### src/rtl/sdram_req_frontend.sv
// sdram_req_frontend: write FIFO plus single read slot, arbitrated onto the sdram_controller req/ack interface.
// Define SDRAM_RAW_ORDER_EN to hold a read back until every earlier-queued write has been issued.
module sdram_req_frontend #(
    parameter int ADDR_W  = 22,
    parameter int DATA_W  = 16,
    parameter int FIFO_AW = 3
) (
    input  logic               iclk,
    input  logic               ireset_n,
    input  logic               iwr_valid,
    output logic               owr_ready,
    input  logic [ADDR_W-1:0]  iwr_address,
    input  logic [DATA_W-1:0]  iwr_data,
    input  logic               ird_valid,
    output logic               ord_ready,
    input  logic [ADDR_W-1:0]  ird_address,
    output logic [DATA_W-1:0]  ord_data,
    output logic               ord_data_valid,
    output logic [FIFO_AW:0]   ofifo_level,
    output logic               owrite_req,
    output logic [ADDR_W-1:0]  owrite_address,
    output logic [DATA_W-1:0]  owrite_data,
    input  logic               iwrite_ack,
    output logic               oread_req,
    output logic [ADDR_W-1:0]  oread_address,
    input  logic [DATA_W-1:0]  iread_data,
    input  logic               iread_ack
);
    localparam int DEPTH = 2 ** FIFO_AW;
    typedef enum logic [1:0] {IDLE, WR, RD, GAP} state_t;
    state_t                    state_q, state_d;
    logic [ADDR_W+DATA_W-1:0]  mem_q [DEPTH];
    logic [ADDR_W+DATA_W-1:0]  head;
    logic [FIFO_AW-1:0]        wr_ptr_q, wr_ptr_d, rd_ptr_q, rd_ptr_d;
    logic [FIFO_AW:0]          level_q, level_d;
    logic                      rd_pending_q, rd_pending_d;
    logic [ADDR_W-1:0]         rd_addr_q, rd_addr_d;
    logic [DATA_W-1:0]         rd_data_q, rd_data_d;
    logic                      rd_valid_q, rd_valid_d;
    logic                      last_rd_q, last_rd_d;
    logic                      full, empty, push, pop, rd_take, rd_done, wr_ok, rd_ok, grant_wr;

    // level never exceeds DEPTH, so its top bit alone means full
    assign full     = level_q[FIFO_AW];
    assign empty    = level_q == '0;
    assign push     = iwr_valid && !full;
    assign pop      = state_q == WR && iwrite_ack;
    assign rd_take  = ird_valid && !rd_pending_q;
    assign rd_done  = state_q == RD && iread_ack;
    assign wr_ok    = !empty;
`ifdef SDRAM_RAW_ORDER_EN
    assign rd_ok    = rd_pending_q && empty && state_q != WR;
`else
    assign rd_ok    = rd_pending_q;
`endif
    assign grant_wr = wr_ok && (!rd_ok || last_rd_q);
    assign head     = mem_q[rd_ptr_q];

    always_comb begin
        wr_ptr_d     = wr_ptr_q + FIFO_AW'(push);
        rd_ptr_d     = rd_ptr_q + FIFO_AW'(pop);
        level_d      = level_q + (FIFO_AW+1)'(push) - (FIFO_AW+1)'(pop);
        rd_pending_d = rd_take ? 1'b1 : (rd_done ? 1'b0 : rd_pending_q);
        rd_addr_d    = rd_take ? ird_address : rd_addr_q;
        rd_data_d    = rd_done ? iread_data : rd_data_q;
        rd_valid_d   = rd_done;
    end

    always_comb begin
        state_d   = state_q;
        last_rd_d = last_rd_q;
        case (state_q)
            IDLE: if (wr_ok || rd_ok) begin
                state_d   = grant_wr ? WR : RD;
                last_rd_d = !grant_wr;
            end
            WR:      state_d = iwrite_ack ? GAP : WR;
            RD:      state_d = iread_ack ? GAP : RD;
            default: state_d = IDLE;
        endcase
    end

    always_ff @(posedge iclk or negedge ireset_n) begin
        if (!ireset_n) begin
            state_q      <= IDLE;
            wr_ptr_q     <= '0;
            rd_ptr_q     <= '0;
            level_q      <= '0;
            rd_pending_q <= 1'b0;
            rd_addr_q    <= '0;
            rd_data_q    <= '0;
            rd_valid_q   <= 1'b0;
            last_rd_q    <= 1'b1;
        end else begin
            state_q      <= state_d;
            wr_ptr_q     <= wr_ptr_d;
            rd_ptr_q     <= rd_ptr_d;
            level_q      <= level_d;
            rd_pending_q <= rd_pending_d;
            rd_addr_q    <= rd_addr_d;
            rd_data_q    <= rd_data_d;
            rd_valid_q   <= rd_valid_d;
            last_rd_q    <= last_rd_d;
        end
    end

    always_ff @(posedge iclk) begin
        if (push) mem_q[wr_ptr_q] <= {iwr_address, iwr_data};
    end

    assign owr_ready      = !full;
    assign ord_ready      = !rd_pending_q;
    assign ord_data       = rd_data_q;
    assign ord_data_valid = rd_valid_q;
    assign ofifo_level    = level_q;
    assign owrite_req     = state_q == WR;
    assign owrite_address = owrite_req ? head[ADDR_W+DATA_W-1:DATA_W] : '0;
    assign owrite_data    = owrite_req ? head[DATA_W-1:0] : '0;
    assign oread_req      = state_q == RD;
    assign oread_address  = oread_req ? rd_addr_q : '0;
endmodule

### config.mk
export PLATFORM = sky130hd
export DESIGN_NAME = sdram_req_frontend
export DESIGN_NICKNAME = d
export VERILOG_FILES = /design/src/rtl/sdram_req_frontend.sv
export SDC_FILE = /design/constraint.sdc
export NUM_CORES = 1
export LEC_CHECK = 0
export CAP_MARGIN = 20
export CORE_MARGIN = 5
export CORE_UTILIZATION = 45
export DETAILED_ROUTE_END_ITERATION = 8
export PLACE_DENSITY = 0.7
export SYNTH_ARGS = -nofsm -noshare
export SYNTH_HDL_FRONTEND = slang
export SYNTH_SLANG_ARGS = --single-unit
### constraint.sdc
create_clock -name iclk -period 8.79 [get_ports iclk]
set_clock_uncertainty 0.05 [all_clocks]
set_input_delay 1.3185 -clock iclk [delete_from_list [all_inputs] [get_ports iclk]]
set_output_delay 1.3185 -clock iclk [all_outputs]
set_load 0.1 [all_outputs]
==> impl_metrics.ini <==
[routing]
avgRoutedWirePerCell_um = 20.87
drt-pass1-iter-count = 5
drt_iter0_markers = 342
route.detailed.vias_per_inst = 5.277
postRouteWirelength_um = 28880
drt.antenna.violating_nets = 0
drt_drc_violations_left = 0
vias = 7303

[synthesis]
synth-async-reset-ratio = 0.1485
number_of_register_bits_inferred_by_synthesis = 357
syn_avg_cell_area_um2 = 17.89
synthDistinctLibCells = 37
yosys_most_used_dff = edfxtp_1
syn-instance-count = 784
synth.yosys.seq_area_share = 0.7454
synthesis.area_mm2 = 0.01403
synth_enable_flop_cells = 304
synth-warning-count = 0
mappedNetlistNets = 874

[placement]
detailedPlacementHpwl_um = 16500
numPortBuffers = 166
routabilityCongestion = 0.7060

[hold_path]
hold_path_class = reg2reg
min_delay_path_depth = 1

[cells_and_area]
diodes = 0
num-nets-final = 1053
final_layout_size_suffix_gt1_frac = 0.1549
area_growth_pct = 23.31

[cts]
cts.sinks = 357
clock_tree.root_cell = clkbuf_16
ctsResizeCount = 0
worst_setup_hold_path_clk_slew_ns = 0.06
cts-buffers-inserted = 38
htree_levels = 2
clk-insertion-delay-late_ns = 0.51
cts_tree = done
cts_hold_repair.buffers = 0
cts_setup_buffers = 0
cts_max_path_buffers = 3

[die]
boundaryPins = 167
fp.dieW_um = 186.6
starting_density_of_the_core = 0.4574
die-area_mm2 = 0.03480
dieHeight_um = 186.6
rows = 64
design.core.area_mm2 = 0.03067

[sta]
report.final.hold_viol_count = 0
worst_slew_pin_slew_ns = 1.079
maxClockFrequency_ghz = 0.1929
grt_setup_unrepaired = no
timing.setup.tns_ns = 0
post-route-period-util = 0.5897
post-route-min-period_ns = 5.184
slew_viol_final = 0
setup_viol = 0
worst_case_headroom_to_the_max_slew_limit = 0.2768

[setup_path]
cp_max_fo = 136
critPathKind = reg2out
critical_path_arrival_ns = 3.82
capturing_element_type_of_the_critical_path = output port
crit_path_required_time_ns = 7.42
rr_worst_depth = 4
worstSetupStartpointType = register

[run]
timing.max_cap.violations = 0

[status]
status = complete, no violations

[grt]
via_count_of_the_first_global_routing_pass = 7858
grt_max_degree = 137
wire_length_of_the_first_global_routing_pass_um = 45020
groute.usage.overall = 0.1619
grt.overflow.total = 0
antenna_violations_before_repair = 2
==> registers in the layout, indices dropped and copies added, names as in the netlist <==
signal and count:
rd_ptr_q 3, wr_ptr_q 3, ord_data_valid 1, ord_data 16, ofifo_level 4, rd_ok 1, rd_addr_q 22, last_rd_q 1
state_q 2, mem_q 304
==> cell usage in the layout (no fill, tap or decap), types with 3 or more instances in the layout <==
cell type | netlist | final
edfxtp_1 | 304 | 304
clkdlybuf4s50_1 | 0 | 165
mux2i_1 | 152 | 152
o22ai_1 | 56 | 56
dfrtp_1 | 52 | 51
mux2_2 | 38 | 38
clkbuf_16 | 0 | 38
and2_1 | 22 | 22
o22ai_2 | 20 | 20
or2_1 | 20 | 20
or2_2 | 19 | 19
clkinv_1 | 0 | 11
buf_4 | 4 | 11
clkbuf_1 | 9 | 9
inv_1 | 7 | 7
ha_1 | 7 | 7
nor2_4 | 0 | 6
nand2b_1 | 4 | 4
nand2_1 | 3 | 3
nor2_1 | 9 | 3
xnor2_1 | 3 | 3
xor2_1 | 3 | 3
a21oi_1 | 3 | 3
==> Yosys cell counts (all sizes together) (2+ instances only) <==
cell type  count  share of area
a21oi          3         0.0011
dfrtp         52          0.093
and2          22         0.0098
mux2          38          0.031
ha             7         0.0062
inv            7         0.0019
nand4bb        2         0.0016
clkbuf         9         0.0024
xnor2          3         0.0019
nand2b         4         0.0018
a21o           2         0.0011
edfxtp       304           0.65
xor2           3         0.0019
mux2i        152           0.11
or2           39          0.017
buf           32          0.013
nand2          4         0.0012
nor2b          3         0.0013
nor2           9         0.0024
nor3           2        0.00071
o22ai         76          0.043
==> worst max-delay path: stages, from the launching register on <==
cell             delay, ns
dfrtp_4               0.63
buf_12                0.71
mux2i_1               0.40
o22ai_1               0.12
or2_2                 0.30
clkdlybuf4s50_1       0.98
==> per-layer routing <==
layer  share of wire  vias to the layer above  track usage  routed length [um]
met3           0.081                       45      0.05232                2352
met5         0.00087                        -            0                  25
met1            0.41                     3605       0.2082               11880
met2            0.49                      250       0.2722               14230
li1                -                     3399            -                   -
met4           0.014                        4      0.03363                 396
==> stage by stage <==
step,instance area [um^2],instances,worst slack (ns),hold WS (ns),util
after floorplan,14030,784,3.876,0.4221,-
after global placement,16150,1317,4.077,0.4318,0.5267
after detailed placement,16150,1317,4.043,0.4382,0.5267
after CTS,17260,1382,3.491,0.4515,0.5628
after global routing,17300,1384,3.431,0.4677,0.5640
final,17300,1384,3.606,0.4479,0.5640
==> area by class of cell <==
type                            instances  area [um^2]
Inverter                                7        26.28
Tap cell                              396        495.5
Fill cell                            2350        13370
Clock buffer                           47        984.7
Multi-Input combinational cell        379         3412
Timing Repair Buffer                  180         1794
Sequential cell                       357        10460
Clock inverter                         18        123.9
==> logic make-up (layout without fill, tap and decap cells) <==
kind of cell / after synthesis / after routing / synth area share
AO/OA/AOI/OAI: 84 / 84 / 0.04629
adder cells (fa/ha/maj): 8 / 8 / 0.007671
multiplexers: 190 / 190 / 0.1390
buffers and inverters: 48 / 252 / 0.01775
XOR/XNOR: 6 / 6 / 0.003747
AND/OR/NAND/NOR: 91 / 91 / 0.04014
flip-flops: 357 / 357 / 0.7454
==> final timing paths <==
check                                from                 to  slack, ns
setup reg to reg           ofifo_level[3]        mem_q[1][3]       5.81
min in group asynchronous        ireset_n      rd_addr_q[17]       0.88
setup / recovery              rd_ptr_q[1]  owrite_address[5]       3.61
hold reg to reg             rd_addr_q[12]      rd_addr_q[12]       0.45
hold / removal              rd_addr_q[12]      rd_addr_q[12]       0.45
max in group asynchronous        ireset_n        rd_ptr_q[1]       7.29
Power is not shown: default switching activity piles up to over one toggle a cycle in this logic, so the estimate is an artifact.
